### src/rtl/mem_access_ctrl_if.sv
// Bundle between the EX/MEM pipeline, the MEM-stage load/store controller and the data memory.
// The controller takes the slave view; the pipeline/memory environment takes the master view.
interface mem_access_ctrl_if #(
  parameter int ADDR_W = 32,
  parameter int DATA_W = 32
);
  logic              reqValid;
  logic              reqReady;
  logic              reqWrite;
  logic [1:0]        reqSize;
  logic              reqSigned;
  logic [ADDR_W-1:0] reqAddr;
  logic [DATA_W-1:0] reqData;

  logic              memRead;
  logic              memWrite;
  logic [ADDR_W-1:0] memAddress;
  logic [DATA_W-1:0] memWriteData;
  logic [DATA_W-1:0] memReadData;

  logic              respValid;
  logic [DATA_W-1:0] respData;
  logic              misaligned;

  modport slave (
    input  reqValid, reqWrite, reqSize, reqSigned, reqAddr, reqData, memReadData,
    output reqReady, memRead, memWrite, memAddress, memWriteData,
    output respValid, respData, misaligned
  );

  modport master (
    output reqValid, reqWrite, reqSize, reqSigned, reqAddr, reqData, memReadData,
    input  reqReady, memRead, memWrite, memAddress, memWriteData,
    input  respValid, respData, misaligned
  );
endinterface

### src/rtl/mem_access_ctrl.sv
// MEM-stage load/store controller: word-indexed data-memory accesses, read-modify-write for
// sub-word stores, sign/zero-extended load results and misaligned-request flagging.
module mem_access_ctrl #(
  parameter int ADDR_W = 32,
  parameter int DATA_W = 32
) (
  input logic              clk,
  input logic              rst_n,
  mem_access_ctrl_if.slave bus
);

  typedef enum logic [2:0] {IDLE, LOAD, WRITE, RMW_READ, RMW_WRITE, ERR} state_t;

  state_t            state, state_nxt;
  logic              accept, misalign_req;
  logic [ADDR_W-1:0] addr_sel;

  logic              req_signed_p0;
  logic [1:0]        req_size_p0;
  logic [ADDR_W-1:0] req_addr_p0;
  logic [DATA_W-1:0] req_data_p0;
  logic [DATA_W-1:0] merge_p1, merge_nxt;

  logic              mem_read_q, mem_write_q, resp_valid_q, misaligned_q;
  logic [ADDR_W-1:0] mem_address_q;
  logic [DATA_W-1:0] mem_wdata_q, resp_data_q;
  logic              mem_read_nxt, mem_write_nxt, resp_valid_nxt, misaligned_nxt;
  logic [ADDR_W-1:0] mem_address_nxt;
  logic [DATA_W-1:0] mem_wdata_nxt, resp_data_nxt;

  function automatic logic [DATA_W-1:0] load_extend(input logic [DATA_W-1:0] word,
                                                    input logic [1:0] lane,
                                                    input logic [1:0] size,
                                                    input logic sgn);
    logic [7:0]  b;
    logic [15:0] h;
    b = word[8*int'(lane) +: 8];
    h = word[16*int'(lane[1]) +: 16];
    case (size)
      2'b00:   return {{(DATA_W-8){sgn & b[7]}}, b};
      2'b01:   return {{(DATA_W-16){sgn & h[15]}}, h};
      default: return word;
    endcase
  endfunction

  function automatic logic [DATA_W-1:0] store_merge(input logic [DATA_W-1:0] word,
                                                    input logic [DATA_W-1:0] data,
                                                    input logic [1:0] lane,
                                                    input logic [1:0] size);
    logic [DATA_W-1:0] w;
    w = word;
    if (size == 2'b00) w[8*int'(lane) +: 8] = data[7:0];
    else               w[16*int'(lane[1]) +: 16] = data[15:0];
    return w;
  endfunction

  always_comb begin
    state_nxt      = state;
    accept         = bus.reqValid && (state == IDLE);
    addr_sel       = (state == IDLE) ? bus.reqAddr : req_addr_p0;
    merge_nxt      = store_merge(bus.memReadData, req_data_p0, req_addr_p0[1:0], req_size_p0);
    mem_read_nxt   = 1'b0;
    mem_write_nxt  = 1'b0;
    mem_address_nxt = '0;
    mem_wdata_nxt  = '0;
    resp_valid_nxt = 1'b0;
    resp_data_nxt  = resp_data_q;
    misaligned_nxt = 1'b0;

    case (bus.reqSize)
      2'b00:   misalign_req = 1'b0;
      2'b01:   misalign_req = bus.reqAddr[0];
      default: misalign_req = |bus.reqAddr[1:0];
    endcase

    case (state)
      IDLE: begin
        if (accept) begin
          if (misalign_req)       state_nxt = ERR;
          else if (!bus.reqWrite) state_nxt = LOAD;
          else if (bus.reqSize[1]) state_nxt = WRITE;
          else                    state_nxt = RMW_READ;
        end
      end
      LOAD: begin
        state_nxt      = IDLE;
        resp_valid_nxt = 1'b1;
        resp_data_nxt  = load_extend(bus.memReadData, req_addr_p0[1:0], req_size_p0, req_signed_p0);
      end
      WRITE: begin
        state_nxt      = IDLE;
        resp_valid_nxt = 1'b1;
        resp_data_nxt  = req_data_p0;
      end
      RMW_READ: begin
        state_nxt     = RMW_WRITE;
        mem_wdata_nxt = merge_nxt;
      end
      RMW_WRITE: begin
        state_nxt      = IDLE;
        resp_valid_nxt = 1'b1;
        resp_data_nxt  = merge_p1;
      end
      ERR: begin
        state_nxt      = IDLE;
        resp_valid_nxt = 1'b1;
        resp_data_nxt  = '0;
        misaligned_nxt = 1'b1;
      end
      default: state_nxt = IDLE;
    endcase

    // Strobes are decoded from the next state so they leave a flop for the whole access cycle
    mem_read_nxt  = (state_nxt == LOAD) || (state_nxt == RMW_READ);
    mem_write_nxt = (state_nxt == WRITE) || (state_nxt == RMW_WRITE);
    if (mem_read_nxt || mem_write_nxt) mem_address_nxt = {2'b00, addr_sel[ADDR_W-1:2]};
    if (state_nxt == WRITE) mem_wdata_nxt = bus.reqData;
  end

  always_ff @(posedge clk or negedge rst_n) begin
    if (!rst_n) state <= IDLE;
    else        state <= state_nxt;
  end

  // p0: request captured at accept; p1: merged word captured during the RMW read
  always_ff @(posedge clk) begin
    if (accept) begin
      req_addr_p0   <= bus.reqAddr;
      req_data_p0   <= bus.reqData;
      req_size_p0   <= bus.reqSize;
      req_signed_p0 <= bus.reqSigned;
    end
    if (state == RMW_READ) merge_p1 <= merge_nxt;
  end

  always_ff @(posedge clk or negedge rst_n) begin
    if (!rst_n) begin
      mem_read_q    <= 1'b0;
      mem_write_q   <= 1'b0;
      mem_address_q <= '0;
      mem_wdata_q   <= '0;
      resp_valid_q  <= 1'b0;
      resp_data_q   <= '0;
      misaligned_q  <= 1'b0;
    end else begin
      mem_read_q    <= mem_read_nxt;
      mem_write_q   <= mem_write_nxt;
      mem_address_q <= mem_address_nxt;
      mem_wdata_q   <= mem_wdata_nxt;
      resp_valid_q  <= resp_valid_nxt;
      resp_data_q   <= resp_data_nxt;
      misaligned_q  <= misaligned_nxt;
    end
  end

  assign bus.reqReady     = (state == IDLE);
  assign bus.memRead      = mem_read_q;
  assign bus.memWrite     = mem_write_q;
  assign bus.memAddress   = mem_address_q;
  assign bus.memWriteData = mem_wdata_q;
  assign bus.respValid    = resp_valid_q;
  assign bus.respData     = resp_data_q;
  assign bus.misaligned   = misaligned_q;

endmodule

### src/flat_wrapper.sv
// flat-port wrapper written by rule: the top's interface ports become plain ports
module mem_access_ctrl_flat 
#(
  parameter int ADDR_W = 32,
  parameter int DATA_W = 32
)
  (clk, rst_n, bus_reqValid, bus_reqWrite, bus_reqSize, bus_reqSigned, bus_reqAddr, bus_reqData, bus_memReadData, bus_reqReady, bus_memRead, bus_memWrite, bus_memAddress, bus_memWriteData, bus_respValid, bus_respData, bus_misaligned);
  mem_access_ctrl_if #(.ADDR_W(ADDR_W), .DATA_W(DATA_W)) bus_i ();
  input logic clk;
  input logic rst_n;
  input wire logic [$bits(bus_i.reqValid)-1:0] bus_reqValid;
  input wire logic [$bits(bus_i.reqWrite)-1:0] bus_reqWrite;
  input wire logic [$bits(bus_i.reqSize)-1:0] bus_reqSize;
  input wire logic [$bits(bus_i.reqSigned)-1:0] bus_reqSigned;
  input wire logic [$bits(bus_i.reqAddr)-1:0] bus_reqAddr;
  input wire logic [$bits(bus_i.reqData)-1:0] bus_reqData;
  input wire logic [$bits(bus_i.memReadData)-1:0] bus_memReadData;
  output wire logic [$bits(bus_i.reqReady)-1:0] bus_reqReady;
  output wire logic [$bits(bus_i.memRead)-1:0] bus_memRead;
  output wire logic [$bits(bus_i.memWrite)-1:0] bus_memWrite;
  output wire logic [$bits(bus_i.memAddress)-1:0] bus_memAddress;
  output wire logic [$bits(bus_i.memWriteData)-1:0] bus_memWriteData;
  output wire logic [$bits(bus_i.respValid)-1:0] bus_respValid;
  output wire logic [$bits(bus_i.respData)-1:0] bus_respData;
  output wire logic [$bits(bus_i.misaligned)-1:0] bus_misaligned;
  assign bus_i.reqValid = bus_reqValid;
  assign bus_i.reqWrite = bus_reqWrite;
  assign bus_i.reqSize = bus_reqSize;
  assign bus_i.reqSigned = bus_reqSigned;
  assign bus_i.reqAddr = bus_reqAddr;
  assign bus_i.reqData = bus_reqData;
  assign bus_i.memReadData = bus_memReadData;
  assign bus_reqReady = bus_i.reqReady;
  assign bus_memRead = bus_i.memRead;
  assign bus_memWrite = bus_i.memWrite;
  assign bus_memAddress = bus_i.memAddress;
  assign bus_memWriteData = bus_i.memWriteData;
  assign bus_respValid = bus_i.respValid;
  assign bus_respData = bus_i.respData;
  assign bus_misaligned = bus_i.misaligned;
  mem_access_ctrl #(.ADDR_W(ADDR_W), .DATA_W(DATA_W)) u_core (.clk(clk), .rst_n(rst_n), .bus(bus_i));
endmodule
### config.mk
export PLATFORM = sky130hd
export DESIGN_NAME = mem_access_ctrl_flat
export DESIGN_NICKNAME = d
export VERILOG_FILES = /design/src/rtl/mem_access_ctrl_if.sv /design/src/rtl/mem_access_ctrl.sv /design/src/flat_wrapper.sv
export SDC_FILE = /design/constraint.sdc
export NUM_CORES = 1
export LEC_CHECK = 0
export CORE_MARGIN = 1
export CORE_UTILIZATION = 53
export DETAILED_ROUTE_END_ITERATION = 8
export PLACE_DENSITY_LB_ADDON = 0.15
export SLEW_MARGIN = 20
export SYNTH_ARGS = -nofsm -noshare
export SYNTH_HDL_FRONTEND = slang
export SYNTH_SLANG_ARGS = --single-unit
export TNS_END_PERCENT = 20
### constraint.sdc
create_clock -name clk -period 6.7 [get_ports clk]
set_input_delay 1.005 -clock clk [delete_from_list [all_inputs] [get_ports clk]]
set_output_delay 1.005 -clock clk [all_outputs]
set_load 0.005 [all_outputs]
==> metrics.md, run 1 <==
| Metric | Value |
|---|---|
| Later-pin clock latency in the skew report | ~0.43 ns |
| Die ar. | 17,400 µm² |
| Placed Cells incl. Taps | ~1,100 |
| #FFs+latches synth | 200 |
| Setup Viol. Count Final | 0 |
| First-pass GRT wire length | 39.0 mm |
| Sequential Area | 5500 µm² |
| # Max-Cap Violations | 0 |
| Via density | about 6.2 |
| Core ar. | about 17,000 µm² |
| Maximum root-to-sink buffer count | 2 |
| Synth Instances | 720 |
| Crit Path Class | flip-flop to output port |
| EDFF count, synth | 99 |
| Drt drc | 2 |
| Drt pass-1 iters | 7 |
| CTS tree | built |
| Status | finished with violations |
| Largest net degree at the start of global routing | 61 |
| Leakage power total | 4.63 nW |
| Total gr overflow | 0 |
| Global Route Usage Sum | 0.294 |
| Layout Cells excl Fill | about 1,100 |
| Worst hold path class | flip-flop to flip-flop |
| Crit-path max FO | 40 |
| Buffers added on ports | 201 |
| Sequential share of the synthesized area | 0.616 |
| Initial drt markers | between 700 and 800 |
| # clock sinks | 200 |
| Pwr Density | around 280 nW/µm² |
| Synth area leaders | edfxtp_1 (33%), dfrtp_1 (28%), a22o_1 (5.4%) |
| Root Buffer | clkbuf_16 |
| Period utilization | 0.602 |
| Critical path arrival | between 3 and 4 ns |
| Post-CTS sizing | 0 |
| Number of synthesis warnings | 0 |
| Distinct cells, synth | 52 |
| Worst VDD drop | about 0.22 mV |
| Share of cells above drive strength 1 | 0.0754 |
| Placed cell area | ~11,000 µm² |
| Post-Synthesis Cell Area | slightly below 9000 µm² |
| Gpl congestion | roughly 0.89 |
| Pins Over Slew Limit | 0 |
| Via Count | ~6,900 |
| Critical Path Source Type | flip-flop |
| Crit-path cells | buf_4 -> or3_2 -> inv_2 -> clkdlybuf4s50_1 |
| Initial antenna violation count | 0 |
| Post-route cell area | roughly 12,000 µm² |
| Fmax | between 0.2 and 0.25 GHz |
| Num rows | 47 |
| Syn Area/Cell | approximately 12 µm² |
| Area leader, netlist | edfxtp_1 |
| TritonCTS Buffers | 17 |
| Failing checks | design-rule violations |
| # IOs | 204 |
| Die W | ~130 µm |
| Share of the synthesized area in the top cell type | 0.333 |
| CP endpoint kind | output port |
| Crit path time final | a little over 4 ns |
| Clock transition at path regs | approximately 0.07 ns |
| RSZ-0062 raised after global routing | no |
| Die Y-Extent | 132 µm |
| Max stage delay on crit path | 0.82 ns |
| Post-CTS setup buffer count | 0 |
| Fin Hold WS | a little over 0.5 ns |
| Final hold violations | 0 |
| Critical path data required time | around 5.7 ns |
| Initial Util | 0.541 |
| Area of the multi-input gates | 3070 µm² |
| Vias in the first global route | 7,088 |
| Post-detail-place hpwl | 16.5 mm |
| # hold bufs at CTS | 0 |
| Worst-case clock skew | just under 0.01 ns |
| Critical path's top delay family | buffers and inverters |
| H-tree depth | 4 |
| Setup TNS | 0 ns |
| Most used DFF post-synth | dfrtp_1 |
| Worst path buffer plus inverter count | 3 |
| Total Wirelength | around 25 mm |
| # fillers | about 1,200 |
| Slew @ Worst Pin | between 1 and 1.5 ns |
| Fraction of registers with async set/reset | 0.505 |
| Avg WL per Cell | 22.1 µm |
| Nets@finish | 997 |
| Final ANT Viol Nets | 0 |
| Worst slew margin | 0.198 |
| Ant diodes | 0 |
| CP max stage cell | or3_2 |
| Synth-to-layout area growth | 29.9% |
==> placed cells by master (no fill, tap or decap), types with 18 or more instances in the layout <==
cell	n
o21ai_0	27
mux2i_1	18
clkdlybuf4s50_1	200
edfxtp_1	99
a22o_1	55
a221o_1	40
nand2_1	78
inv_1	21
a21oi_1	64
and2_1	22
a22oi_1	24
dfrtp_1	101
==> synthesized netlist by cell type, types with 6 or more instances <==
library cell and instances:
o21ai_0 27, a22o_1 55, a221oi_1 16, buf_2 12, a32o_1 6, buf_4 6, and2_1 23, edfxtp_1 99
o22ai_1 8, mux2i_1 18, dfrtp_1 101, nor2_1 14, mux2_2 14, inv_1 22, a22oi_1 24, a211o_1 6
clkbuf_1 37, nand2_1 78, a221o_1 40, a21oi_1 64
==> layout make-up <==
cell class	count	share of cell area
tap	220	0.0237
clock inverter	13	0.0133
clock buffer	19	0.0373
multi-input combinational	435	0.265
timing repair buffer	211	0.180
inverter	24	0.00776
sequential	200	0.474
==> sequential cells by signal, summed over array words and instances (netlist names) <==
| name | cells |
|---|---|
| u_core.req_addr_p0 | 32 |
| u_core.bus.respData | 32 |
| u_core.req_size_p0 | 2 |
| u_core.bus.memWriteData | 32 |
| u_core.state | 3 |
| u_core.req_signed_p0 | 1 |
| u_core.bus.memRead | 1 |
| u_core.merge_p1 | 32 |
| u_core.req_data_p0 | 32 |
| u_core.bus.misaligned | 1 |
| u_core.bus.memWrite | 1 |
| u_core.bus.memAddress | 30 |
| u_core.bus.respValid | 1 |
==> path summary, 6_finish.rpt <==
| path | slack, ns | to | cells past startpoint | start |
|---|---|---|---|---|
| max | 2.67 | bus_reqReady | 4 | u_core.state[0] |
| max reg2reg | 2.94 | u_core.req_data_p0[18] | 6 | u_core.state[0] |
| min reg2reg | 0.50 | u_core.bus.respData[18] | 1 | u_core.bus.respData[18] |
| min in group asynchronous | 0.56 | u_core.bus.respData[17] | 1 | rst_n |
| max in group asynchronous | 4.92 | u_core.bus.respData[9] | 2 | rst_n |
| min | 0.50 | u_core.bus.respData[18] | 1 | u_core.bus.respData[18] |
==> worst reg2reg max path, cell delays in order (launching register included) <==
cell     delay (ns)
dfrtp_1        0.36
buf_4          0.26
or3_2          0.82
inv_2          0.54
nand2_1        0.23
inv_2          0.51
buf_4          0.63
==> where the power goes <==
part           internal, mW  switching [mW]  leakage, nW  total (mW)
Combinational         0.359           0.336         2.08       0.695
Clock                 0.586           0.448        0.284        1.03
Sequential             1.43          0.0952         2.27        1.53
Total                  2.38           0.879         4.63        3.26
==> cells by family (layout without fill, tap and decap cells) <==
group,Yosys count,after routing,synth area share
mux,35,35,0.0437
fa+ha+maj,5,5,0.00700
compound gates,259,259,0.219
xor+xnor,1,1,0.000981
other cells,1,2,0.000420
flops,200,200,0.616
buf+inv,86,267,0.0430
simple gates,133,133,0.0699
==> per-stage QoR <==
step | utilization | worst slack (ns) | total power, mW
floorplan | - | 3.81 | 1.86
finish | 0.702 | 2.67 | 3.26
CTS | 0.702 | 2.48 | 3.27
detailed placement | 0.666 | 2.80 | 2.24
global route | 0.702 | 2.49 | 3.38
global placement | 0.666 | 2.97 | 2.22
==> routing by layer <==
layer | vias up | wire length [µm] | global-route usage
met5 | - | 0 | 0
met4 | 0 | 768 | 0.118
met2 | 380 | 11900 | 0.479
met3 | 51 | 2110 | 0.0677
li1 | 3088 | - | -
met1 | 3418 | 10100 | 0.382
No activity file was read; power rests on OpenSTA's default activity.
==> inputs of run 2 (changes only) <==
- CORE_UTILIZATION: 53 -> 46
- clock period: 6.7 -> 3.3 ns (I/O delays scaled with it)
==> run 2 against run 1 <==
  * The run now ends clean
  * Register-to-register slack got worse by 2.2 ns
  * Cell area rose by 2.2%
  * First-iteration DRC count fell by 23%
  * Clock skew fell by 0.00074 ns
  * Worst hold slack got worse by 0.39 ns
  * Global-route usage fell by 3.2 points
  * Via count fell by 0.26%
  * Clock power rose by 130%
  * Cell count rose by 4.7%
  * Critical path type is now flip-flop to flip-flop
  * Largest power group unchanged
==> metrics.md, run 2 (synthesized netlist as in run 1, its figures left out) <==
| Metric | Value |
|---|---|
| Initial antenna violation count | 0 |
| Num rows | 50 |
| Critical path data required time | 3.67 ns |
| Worst path buffer plus inverter count | 1 |
| Die Y-Extent | ~140 µm |
| Crit Path Class | flip-flop to flip-flop |
| Commonest non-fill, non-tap cell in the layout | clkdlybuf4s50_1 |
| Drt drc | 0 |
| Final ANT Viol Nets | 0 |
| Worst hold path class | input pin to async pin |
| CTS tree | built |
| Avg WL per Cell | 21.7 µm |
| Vias in the first global route | just over 7,000 |
| Core ar. | roughly 19,000 µm² |
| RSZ-0062 raised after global routing | no |
| Worst Setup SP | u_core.req_addr_p0[0] |
| H-tree depth | 4 |
| Post-route core utilization | 0.628 |
| Reg-to-reg setup timing slack | between 0.7 and 0.8 ns |
| Ant diodes | 0 |
| Placed cell area | roughly 11,000 µm² |
| Total gr overflow | 0 |
| CP endpoint kind | flip-flop |
| Buffers added on ports | about 200 |
| Status | completed |
| Critical path's top delay family | flip-flops |
| Most frequent cells in the layout | clkdlybuf4s50_1 (200), dfrtp_1 (101), edfxtp_1 (99) |
| Initial drt markers | 549 |
| Critical Path Source Type | flip-flop |
| RR Endpoint | u_core.bus.memWriteData[19] |
| Via Count | 6,919 |
| Leakage power total | about 4.8 nW |
| First-pass GRT wire length | around 40 mm |
| Largest net degree at the start of global routing | 55 |
| Fin Hold WS | 0.116 ns |
| Reg2reg path depth | 6 |
| Via density | 5.89 |
| Root Buffer | clkbuf_16 |
| Max stage delay on crit path | ~0.72 ns |
| Drt pass-1 iters | 5 |
| Pins Over Slew Limit | 0 |
| Pwr Density | a little under 600 nW/µm² |
| Post-CTS sizing | 0 |
| Worst slew margin | 0.439 |
| Clock transition at path regs | ~0.07 ns |
| # IOs | about 200 |
| # hold bufs at CTS | 0 |
| Fmax | a little under 0.4 GHz |
| Initial Util | 0.473 |
| Die ar. | between 15,000 and 20,000 µm² |
| Met2 Routed Length | ~12 mm |
| Share of cells above drive strength 1 | 0.0874 |
| # clock sinks | 200 |
| Worst-case clock skew | 0.00901 ns |
| Final hold violations | 0 |
| CP max stage cell | edfxtp_1 |
| Setup Viol. Count Final | 0 |
| Critical path arrival | between 2 and 3 ns |
| Worst VDD drop | between 0.4 and 0.5 mV |
| # fillers | about 1,500 |
| Setup TNS | 0 ns |
| Nets@finish | between 1,000 and 1,500 |
| Post-detail-place hpwl | between 15 and 20 mm |
| Period utilization | 0.772 |
| TritonCTS Buffers | 17 |
| Total Wirelength | 25.5 mm |
| Critical path depth | 6 |
| # Max-Cap Violations | 0 |
| Die W | approximately 140 µm |
| Later-pin clock latency in the skew report | 0.43 ns |
| CP endpoint | u_core.bus.memWriteData[19] |
| Post-CTS setup buffer count | 0 |
| Met1 WL | approximately 10 mm |
| Worst r2r src | u_core.req_addr_p0[0] |
| Crit-path cells | inv_1 -> ha_1 -> nand2_1 -> o31ai_4 -> and2_1 -> a221o_1 |
| Gpl congestion | 0.853 |
| Synth-to-layout area growth | 32.8% |
| Global Route Usage Sum | 0.262 |
| Crit path time final | around 2.5 ns |
| Max Used Layer | met4 |
| Maximum root-to-sink buffer count | 2 |
| Crit-path max FO | 17 |
| Slew @ Worst Pin | about 0.84 ns |
| Routed length on met3 | 2.27 mm |
| Post-route cell area | approximately 12,000 µm² |
## run 2: per-stage QoR
step	std cells	setup WS [ns]	total power, mW
final	1175	0.751	6.89
after floorplan	721	0.409	3.78
after detailed placement	1144	0.631	4.60
after global placement	1144	0.680	4.56
after global routing	1175	0.612	7.14
after CTS	1175	0.766	6.93
## run 2: final cells by class
cell class	instances	area, µm²	share of cell area
clock buffers	20	447	0.0376
well taps	260	325	0.0274
clock inverters	11	218	0.0183
repair buffers	225	2230	0.188
multi-input cells	435	3060	0.258
inverters	24	90.1	0.00759
flip-flops and latches	200	5500	0.463
## run 2: worst min-delay path by stage
stage	to	slack, ns	start
2_1_floorplan	u_core.bus.memAddress[0]	0.20	rst_n
3_3_place_gp	u_core.bus.respData[29]	0.49	u_core.bus.respData[29]
3_5_place_dp	u_core.bus.respData[24]	0.49	u_core.bus.respData[24]
4_1_cts	u_core.bus.respData[19]	0.15	rst_n
5_1_grt	u_core.bus.respData[19]	0.18	rst_n
6_report	u_core.bus.respData[19]	0.12	rst_n
## run 2: layer usage
metal / GRT usage / up-vias
li1: - / 3115
met1: 0.339 / 3376
met2: 0.422 / 372
met3: 0.0634 / 56
met4: 0.112 / 0
met5: 0 / -
## run 2: worst reg2reg max path, cell delays in order (launching register included)
cell and delay [ns]:
edfxtp_1 0.72, inv_1 0.18, ha_1 0.44, nand2_1 0.12, o31ai_4 0.42, and2_1 0.39, a221o_1 0.22
## run 2: where the power goes
part | switching [mW] | leakage (nW) | total [mW] | internal, mW
logic | 0.704 | 2.17 | 1.46 | 0.756
registers | 0.174 | 2.27 | 3.09 | 2.91
clock network | 0.899 | 0.319 | 2.34 | 1.44
